### src/rtl/rggen_bit_field_pulse_source.sv
// Software-loaded pulse emitter: a written count N is paid out as N valid/ready
// events, decrementing the field once per accepted event.
module rggen_bit_field_pulse_source #(
  parameter int               WIDTH         = 8,
  parameter logic [WIDTH-1:0] INITIAL_VALUE = {WIDTH{1'b0}},
  parameter int               GAP_WIDTH     = 4,
  parameter bit               USE_ABORT     = 1
) (
  input  logic                 i_clk,
  input  logic                 i_rst_n,
  input  logic                 i_sw_write_valid,
  input  logic                 i_sw_read_valid,
  input  logic [WIDTH-1:0]     i_sw_mask,
  input  logic [WIDTH-1:0]     i_sw_write_data,
  output logic [WIDTH-1:0]     o_sw_read_data,
  output logic [WIDTH-1:0]     o_sw_value,
  input  logic [GAP_WIDTH-1:0] i_gap,
  input  logic                 i_abort,
  output logic                 o_pulse,
  input  logic                 i_ready,
  output logic                 o_busy,
  output logic                 o_done
);

  typedef enum logic [1:0] {
    IDLE = 2'd0,
    SEND = 2'd1,
    GAP  = 2'd2
  } state_e;

  state_e               state_q, state_d;
  logic [WIDTH-1:0]     remaining_q, remaining_d;
  logic [GAP_WIDTH-1:0] gap_q, gap_d;
  logic                 done_q, done_d;

  logic                 handshake;
  logic                 abort;
  logic                 last_pulse;
  logic [WIDTH-1:0]     sw_merged;
  logic                 unused_sw_read;

  // Reads are side-effect free, so the strobe is intentionally not consumed.
  assign unused_sw_read = i_sw_read_valid;

  assign handshake  = (state_q == SEND) && i_ready;
  assign abort      = USE_ABORT && i_abort;
  assign sw_merged  = (remaining_q & ~i_sw_mask) | (i_sw_write_data & i_sw_mask);
  // A software write in the handshake cycle suppresses the decrement, so that
  // pulse cannot be the final one.
  assign last_pulse = (remaining_q == WIDTH'(1)) && !i_sw_write_valid;

  always_comb begin
    state_d     = state_q;
    remaining_d = remaining_q;
    gap_d       = gap_q;
    done_d      = 1'b0;

    case (state_q)
      IDLE: begin
        if (remaining_q != '0) begin
          state_d = SEND;
        end
      end
      SEND: begin
        if (handshake) begin
          if (last_pulse) begin
            state_d = IDLE;
            done_d  = 1'b1;
          end else if (i_gap != '0) begin
            state_d = GAP;
            gap_d   = i_gap;
          end
        end
      end
      GAP: begin
        if (remaining_q == '0) begin
          state_d = IDLE;
          gap_d   = '0;
        end else begin
          gap_d = gap_q - GAP_WIDTH'(1);
          if (gap_q == GAP_WIDTH'(1)) begin
            state_d = SEND;
          end
        end
      end
      default: begin
        state_d = IDLE;
        gap_d   = '0;
      end
    endcase

    if (handshake) begin
      remaining_d = remaining_q - WIDTH'(1);
    end

    if (i_sw_write_valid) begin
      remaining_d = sw_merged;
      if (sw_merged == '0) begin
        state_d = IDLE;
        gap_d   = '0;
        done_d  = 1'b0;
      end
    end

    if (abort) begin
      remaining_d = '0;
      state_d     = IDLE;
      gap_d       = '0;
      done_d      = 1'b0;
    end
  end

  always_ff @(posedge i_clk or negedge i_rst_n) begin
    if (!i_rst_n) begin
      state_q     <= IDLE;
      remaining_q <= INITIAL_VALUE;
      gap_q       <= '0;
      done_q      <= 1'b0;
    end else begin
      state_q     <= state_d;
      remaining_q <= remaining_d;
      gap_q       <= gap_d;
      done_q      <= done_d;
    end
  end

  assign o_pulse        = (state_q == SEND);
  assign o_busy         = (state_q != IDLE);
  assign o_done         = done_q;
  assign o_sw_read_data = remaining_q;
  assign o_sw_value     = remaining_q;

endmodule

### config.mk
export PLATFORM = sky130hd
export DESIGN_NAME = rggen_bit_field_pulse_source
export DESIGN_NICKNAME = d
export VERILOG_FILES = /design/src/rtl/rggen_bit_field_pulse_source.sv
export SDC_FILE = /design/constraint.sdc
export NUM_CORES = 1
export LEC_CHECK = 0
export ABC_CLOCK_PERIOD_IN_PS = 2100
export CORE_MARGIN = 3
export CORE_UTILIZATION = 40
export DETAILED_ROUTE_END_ITERATION = 7
export HOLD_SLACK_MARGIN = 0.08
export PLACE_DENSITY = 0.71
export SYNTH_ARGS = -nofsm -noshare
export SYNTH_HDL_FRONTEND = slang
export SYNTH_SLANG_ARGS = --single-unit
### constraint.sdc
create_clock -name i_clk -period 2.1 [get_ports i_clk]
set_input_delay 0.315 -clock i_clk [delete_from_list [all_inputs] [get_ports i_clk]]
set_output_delay 0.315 -clock i_clk [all_outputs]
set_load 0.01 [all_outputs]
# Word level (Yosys, flattened, before mapping)
# Index checks and enable logic that the tools add are counted.
# totals
regBits	15
in_bits	26
output_inout_bits	19
wordCells	51
# op_classes
add_sub_neg	2
n_eq_ne	4
mux	27
n_bitwise	4
n_reduce_logical	10
# ops
op	n
4-bit 2-to-1 mux	7
8-bit 2-to-1 mux	3
2-bit 2-to-1 mux	9
8-bit bitwise AND	2
8-bit logical NOT	2
4-bit one-hot mux with 3 select lines	1
8-bit by 1-bit equality test with 1-bit output (second input constant)	1
8-bit NOT	1
8-bit OR	1
8-bit nonzero test	1
8-bit by 1-bit subtractor with 8-bit output (second input constant)	1
1-bit 2-to-1 mux	6
2-bit one-hot mux with 3 select lines	1
4-bit by 1-bit equality test with 1-bit output (second input constant)	1
4-bit nonzero test	1
4-bit by 1-bit subtractor with 4-bit output (second input constant)	1
3-bit nonzero test	1
2-bit by 1-bit equality test with 1-bit output (second input constant)	1
2-bit equality test (second input constant)	1
1-bit logical AND	2
2-bit logical NOT	1
2-bit nonzero test	1
1-bit logical NOT	1

# Longest topological paths before layout
# Gate-level depths: netlist of run 1.
# depth
ltp_word	8
mapped_depth	6
mapped_depth_nobuf	6

# Worst setup path before layout of run 1
# Ideal clock, no wire load.
# synth_timing
kind	register -> register
startpoint	reg remaining_q[0] (netlist: o_sw_read_data[0])
endpoint	reg gap_q[2]
setup_time_ns	0.152
t_arrival_ns	1.589
required_ns	1.948
path_slack_ns	0.359
stages_incl_launch_ff	7
n_path_buf	0
synth_period_minus_slack_ns	1.741
cell_sequence	dfrtp_1 > inv_1 > ha_1 > nor3b_1 > a21oi_1 > a222oi_1 > a311oi_1
# synth_between
elab_chain_len	8
elab_cells_between_ends	13
cone_classes	eq/ne (1); mux (7); bitwise (2); reduce/logical (3)
# synth_rtl
item	line	source
from (decl)	32	logic [WIDTH-1:0] remaining_q, remaining_d;
from (signal assigned)	121	remaining_q <= remaining_d;
8-bit by 1-bit equality test with 1-bit output	50	assign last_pulse = (remaining_q == WIDTH'(1)) && !i_sw_write_valid;
1-bit logical AND	50	
4-bit 2-to-1 mux	66	if (last_pulse) begin
4-bit 2-to-1 mux	65	if (handshake) begin
4-bit one-hot mux with 3 select lines	58	case (state_q)
4-bit 2-to-1 mux	98	if (sw_merged == '0) begin
4-bit 2-to-1 mux (*)	96	if (i_sw_write_valid) begin
4-bit 2-to-1 mux (*)	105	if (abort) begin
named net gap_d[2]	33	logic [GAP_WIDTH-1:0] gap_q, gap_d;
to (signal assigned)	122	gap_q <= gap_d;
to (decl)	33	
# Mark *: on every way through the listed nets, which the timed path passes. The rest lies on a longest branch.
# A chain may end at the register's enable or synchronous reset.

# Worst setup path after layout of run 1
# layout_timing
startpoint	reg state_q[1]
endpoint	out o_busy
# layout_between
elab_chain_len	1
# layout_rtl
item	line	source
from (decl)	31	state_e state_q, state_d;
from (signal assigned)	120	state_q <= state_d;
2-bit nonzero test	128	assign o_busy = (state_q != IDLE);
to (decl)	21	output logic o_busy,
# No other way between the ends.

==> impl_results.md, run 1 <==
* Status: completed
* Global Route Usage Sum at 0.183
* Cell Area, Placed at 0.00164 mm^2
* Max clock buf depth at 2
* Clock skew at around 0.00064 ns
* Pwr dens at about 560 mW/mm^2
* Post-CTS Setup Bufs at 0
* Top sig layer: met4
* Area of the multi-input gates at slightly above 700 um^2
* Share of cells above drive strength 1 at 0.0914
* First-pass GRT wire length at 5150 um
* Routability Congestion at between 0.8 and 0.9
* CTS Hold Buffers Added at 0
* Die Wd at a little over 60 um
* CTS Buf Count at 3
* Num Clock Sinks at 15
* Drt first pass iters at 4
* Routed length per instance at around 16 um
* Final Cell Area at 0.00167 mm^2
* Slew Viols, Final at 0
* Met1 Wirelength at between 1000 and 1500 um
* Largest delay contributor family on the critical path: flip-flops
* WP buf/inv at 1
* CP max-delay cell: dfrtp_1
* Initial antenna violation count at 0
* Mapped Nets at around 160
* Final Setup Violations at 0
* Synthesized instance count at between 100 and 150
* Final hold vios at 0
* Post-synth ARST share at 1.00
* Total leakage power at approximately 0.70 nW
* Top FF cell, synth: dfrtp_1
* R2R Setup Slk at 0.23 ns
* Initial core utilization at 0.426
* DPL Wire Length at about 2500 um
* Worst Setup Path Type: reg -> out
* Post-Syn Area at between 0.001 and 0.0015 mm^2
* Worst-path clk slew at approximately 0.090 ns
* Core area at between 0.002 and 0.003 mm^2
* Final min period at 1.96 ns
* 1st-iter DRT viols at 26
* Vias in the first global route at 1137
* Die area at 0.00368 mm^2
* Tightest Pin Transition at roughly 0.76 ns
* CP startpoint kind: flip-flop
* CTS Root Cell: clkbuf_4
* Post-synth cell types at 45
* CP Capture Type: output port
* EDFF count, synth at 0
* RSZ-0062 raised after global routing: false
* Ports at 45
* Register area at approximately 380 um^2
* Area Growth Syn to Fin at 39.5%
* CTS HTree Levels at 1
* Vias per cell at about 5.7
* Mean Syn Cell Area at 9.06 um^2
* Overflow after GRT at 0
* Critical path data arrival time at between 1.5 and 2 ns
* CTS tree: yes
* Fmax at approximately 0.51 GHz
* Crit share post-route at 0.931
* CP cell instances: or2_2 -> clkdlybuf4s50_1
* Num rows at 19
* Wirelength, routed at between 3000 and 4000 um
* Post-route ant nets at 0
* Max cap viols at 0
* Die Span Y at approximately 61 um
* WL met2 at around 1600 um
* Filler cell count at 260
* VDD IR-drop max at roughly 0.00031 V
* Worst hold path type: in -> async
* Register area share after synthesis at 0.314
* Max_slew headroom at 0.494
* # DRC at 0
* Clock Latency Late Sink at 0.28 ns
* Final #Nets at about 200
* Largest net degree at the start of global routing at 19
* CP Max Fanout at 12
* Met3 WL post-DR at around 220 um
* Antenna cells at 0
* Crit-path max cell delay at 0.53 ns
* Post-synthesis register bit count at 15
* I/O Buffers at 43
* Synth warnings at 0
* Sum Neg Setup Slack at 0 ns
* Critical Path RT at roughly 1.8 ns
* Via count at 1177
[metal layers]
layer | track usage | up-vias
met5 | 0 | -
met2 | 0.324 | 54
met3 | 0.0234 | 2
met1 | 0.238 | 552
met4 | 0.0372 | 0
li1 | - | 569
[worst paths after layout]
check / startpoint / to / cells after the start
min in group i_clk: gap_q[3] / gap_q[3] / 2
max in group asynchronous: i_rst_n / gap_q[2] / 1
max: state_q[1] / o_busy / 2
min reg2reg: gap_q[3] / gap_q[3] / 2
max reg2reg: o_sw_read_data[1] / gap_q[2] / 6
min: i_rst_n / o_sw_read_data[3] / 1
[synthesized netlist by cell type, types with 3 or more instances]
master    count  area, um^2
clkbuf_1      3        11.3
inv_1         9        33.8
o211a_1       3        30.0
mux2i_1       8        80.1
nor2_1        5        18.8
dfrtp_1      15         375
nand3b_1      3        22.5
nor3_1        3        15.0
buf_4         8        60.1
nand2_1      11        41.3
a21oi_1      12        60.1
xnor2_1       4        35.0
ha_1          4        50.1
[logic make-up (layout without fill, tap and decap cells)]
| family | after synthesis | count (layout) | synth area share |
|---|---|---|---|
| compound gates | 39 | 39 | 0.233 |
| xor+xnor | 5 | 5 | 0.0366 |
| fa+ha+maj | 4 | 4 | 0.0418 |
| buf+inv | 21 | 64 | 0.0994 |
| flops | 15 | 15 | 0.314 |
| mux | 8 | 8 | 0.0669 |
| simple gates | 40 | 40 | 0.208 |
[cell type report]
cell class                      instances  area share
Clock buffer                            4      0.0157
Inverter                                9      0.0202
Multi-Input combinational cell         96       0.422
Sequential cell                        15       0.225
Tap cell                               31      0.0232
Timing Repair Buffer                   51       0.294
[layout by cell type (no fill, tap or decap), types with 2 or more instances in the layout]
cell,count
o21a_1,2
ha_1,4
xnor2_1,4
a32oi_1,2
nand2b_1,2
o21ai_0,2
inv_1,9
buf_4,8
mux2i_1,8
nor2_1,5
nor3_1,3
nand3b_1,3
nor3b_1,2
o21bai_1,2
o211a_1,3
a21oi_1,12
a31oi_1,2
o31ai_1,2
clkbuf_4,3
dfrtp_1,15
nand2_1,11
nand4_1,2
a211o_1,2
clkdlybuf4s50_1,43
nand3_1,2
[through the flow]
stage | setup WS, ns | total power, W | instances | hold slack [ns] | utilization
final | 0.145 | 0.000942 | 206 | 0.472 | 0.595
after global routing | 0.0724 | 0.00100 | 206 | 0.517 | 0.595
after CTS | 0.0712 | 0.000944 | 206 | 0.486 | 0.594
after detailed placement | 0.202 | 0.000774 | 202 | 0.614 | 0.585
after global placement | 0.248 | 0.000768 | 202 | 0.613 | 0.585
after floorplan | 0.359 | 0.000594 | 132 | 0.0194 | -
[sequential cells by signal (all words and copies together), names as in the netlist]
signal and cells:
o_sw_read_data 8, gap_q 4, state_q 2, o_done 1
[worst reg2reg max path, stage by stage, from the launching register on]
cell and delay (ns):
dfrtp_1 0.48, inv_1 0.10, ha_1 0.21, nor3b_1 0.17, a21oi_1 0.38, a222oi_1 0.13, a311oi_1 0.31
[timing repair]
action / CTS / global route
setup endpoints to repair: 0 / 1
hold endpoints to repair: 0 / 0
gates resized for setup: 0 / 1
[report_power, final]
group          internal [W]  switching, W  total [W]
Combinational      0.000217      0.000183   0.000401
Sequential         0.000318     0.0000541   0.000372
Clock             0.0000737     0.0000959   0.000170
Total              0.000608      0.000334   0.000942
Power figures use the tool's default switching activity.
==> run 2: changes to the inputs <==
--- a/config.mk
+++ b/config.mk
@@ -7,10 +7,10 @@
 export LEC_CHECK = 0
 export ABC_CLOCK_PERIOD_IN_PS = 2100
 export CORE_MARGIN = 3
-export CORE_UTILIZATION = 40
+export CORE_UTILIZATION = 44
 export DETAILED_ROUTE_END_ITERATION = 7
 export HOLD_SLACK_MARGIN = 0.08
-export PLACE_DENSITY = 0.71
+export PLACE_DENSITY = 0.77
 export SYNTH_ARGS = -nofsm -noshare
 export SYNTH_HDL_FRONTEND = slang
 export SYNTH_SLANG_ARGS = --single-unit
==> impl_results.md, run 2 (synthesis results as in run 1) <==
* Hold Slack at ~0.43 ns
* Core area at 0.00252 mm^2
* Die Wd at between 50 and 60 um
* 1st-iter DRT viols at 47
* Total leakage power at 0.703 nW
* Area of the multi-input gates at about 700 um^2
* Filler cell count at between 200 and 250
* Fmax at around 0.5 GHz
* Final min period at 2.01 ns
* Drt first pass iters at 4
* Slew Viols, Final at 0
* Die Span Y at 58.1 um
* Cell Area, Placed at 0.00164 mm^2
* Largest net degree at the start of global routing at 19
* Status: completed
* Die area at roughly 0.0034 mm^2
* Routability Congestion at around 0.9
* Ports at 45
* Vias per cell at between 5 and 6
* # DRC at 0
* Max reg flops at 8
* Clock skew at 0.0159 ns
* VDD IR-drop max at ~0.00043 V
* RSZ-0062 raised after global routing: false
* Crit share post-route at 0.955
* CTS tree: yes
* Final hold vios at 0
* First-pass GRT wire length at about 5300 um
* DPL Wire Length at ~2600 um
* Clock Latency Late Sink at about 0.30 ns
* CTS Buf Count at 3
* R2r endpoint: gap_q[2]
* Post-route ant nets at 0
* FF-to-FF Start: o_sw_read_data[5]
* Area Growth Syn to Fin at 39.2%
* Routed length per instance at ~16 um
* Worst-path clk slew at 0.11 ns
* Final Setup Violations at 0
* Initial core utilization at 0.474
* R2R Setup Slk at about 0.25 ns
* Global Route Usage Sum at 0.204
* CP Max Fanout at 12
* Pwr dens at around 570 mW/mm^2
* Post-cts resize count at 0
* CP startpoint kind: flip-flop
* Post-CTS Setup Bufs at 0
* Worst Setup Path Type: reg -> out
* Worst R2R Path Depth at 4
* Share of cells above drive strength 1 at 0.0857
* CP Capture Type: output port
* Num rows at 18
* Max_slew headroom at 0.517
* Most common cell after layout, fill and taps aside: clkdlybuf4s50_1
* Critical Path RT at ~1.8 ns
* Overflow after GRT at 0
* Worst hold path type: in -> async
* Wirelength, routed at around 3300 um
* Critical path data arrival time at ~1.7 ns
* Register area at between 300 and 400 um^2
* Sum Neg Setup Slack at 0 ns
* Max clock buf depth at 2
* Most frequent cells in the layout: clkdlybuf4s50_1 (43), dfrtp_1 (15), a21oi_1 (12)
* Num Clock Sinks at 15
* Max cap viols at 0
* Tightest Pin Transition at 0.722 ns
* I/O Buffers at between 40 and 50
* CTS HTree Levels at 1
* Vias in the first global route at roughly 1100
* Initial antenna violation count at 0
* Via count at 1190
* Final Cell Area at between 0.0015 and 0.002 mm^2
* CTS Root Cell: clkbuf_4
* CTS Hold Buffers Added at 0
* Antenna cells at 0
* Final #Nets at roughly 200
-- run 2: cell counts in the layout (fill, tap and decap cells not counted) --
No cell type changed its count.
-- run 2: through the flow --
stage	total power, W	setup WS [ns]	utilization	instances
floorplan	0.000594	0.359	-	132
global route	0.00101	0.00889	0.660	205
global placement	0.000766	0.235	0.650	201
detailed placement	0.000775	0.207	0.650	201
finish	0.000950	0.0945	0.660	205
CTS	0.000955	0.105	0.660	205
-- run 2: worst max path at each step --
stage / cells after the start / from / slack, ns / end
3_5_place_dp: 5 / i_ready / 0.21 / gap_q[2]
5_1_grt: 2 / state_q[1] / 0.009 / o_pulse
4_1_cts: 2 / state_q[1] / 0.10 / o_pulse
6_report: 2 / state_q[1] / 0.09 / o_pulse
3_3_place_gp: 6 / i_sw_mask[0] / 0.23 / gap_q[2]
2_1_floorplan: 6 / o_sw_read_data[0] / 0.36 / gap_q[2]
-- run 2: area by class of cell --
| type | instances | area share |
|---|---|---|
| Sequential cell | 15 | 0.225 |
| Clock buffer | 4 | 0.0158 |
| Inverter | 9 | 0.0203 |
| Timing Repair Buffer | 51 | 0.295 |
| Multi-Input combinational cell | 96 | 0.421 |
| Tap cell | 30 | 0.0225 |
-- run 2: critical path, cell delays in order, from the launching register on --
cell             delay, ns
dfrtp_1               0.51
nor2b_1               0.30
clkdlybuf4s50_1       0.60
-- run 2: power by group --
group	switching (W)	internal (W)	leakage [nW]	total [W]
logic	0.000187	0.000216	0.488	0.000403
clock network	0.000103	0.0000740	0.0150	0.000177
registers	0.0000523	0.000318	0.200	0.000370
-- run 2: per-layer routing --
layer / wire [um] / global-route usage / share of wire
met1: 1400 / 0.260 / 0.42
met2: 1610 / 0.339 / 0.49
met3: 282 / 0.0579 / 0.085
met4: 19 / 0.0530 / 0.0057
met5: 0 / 0 / 0
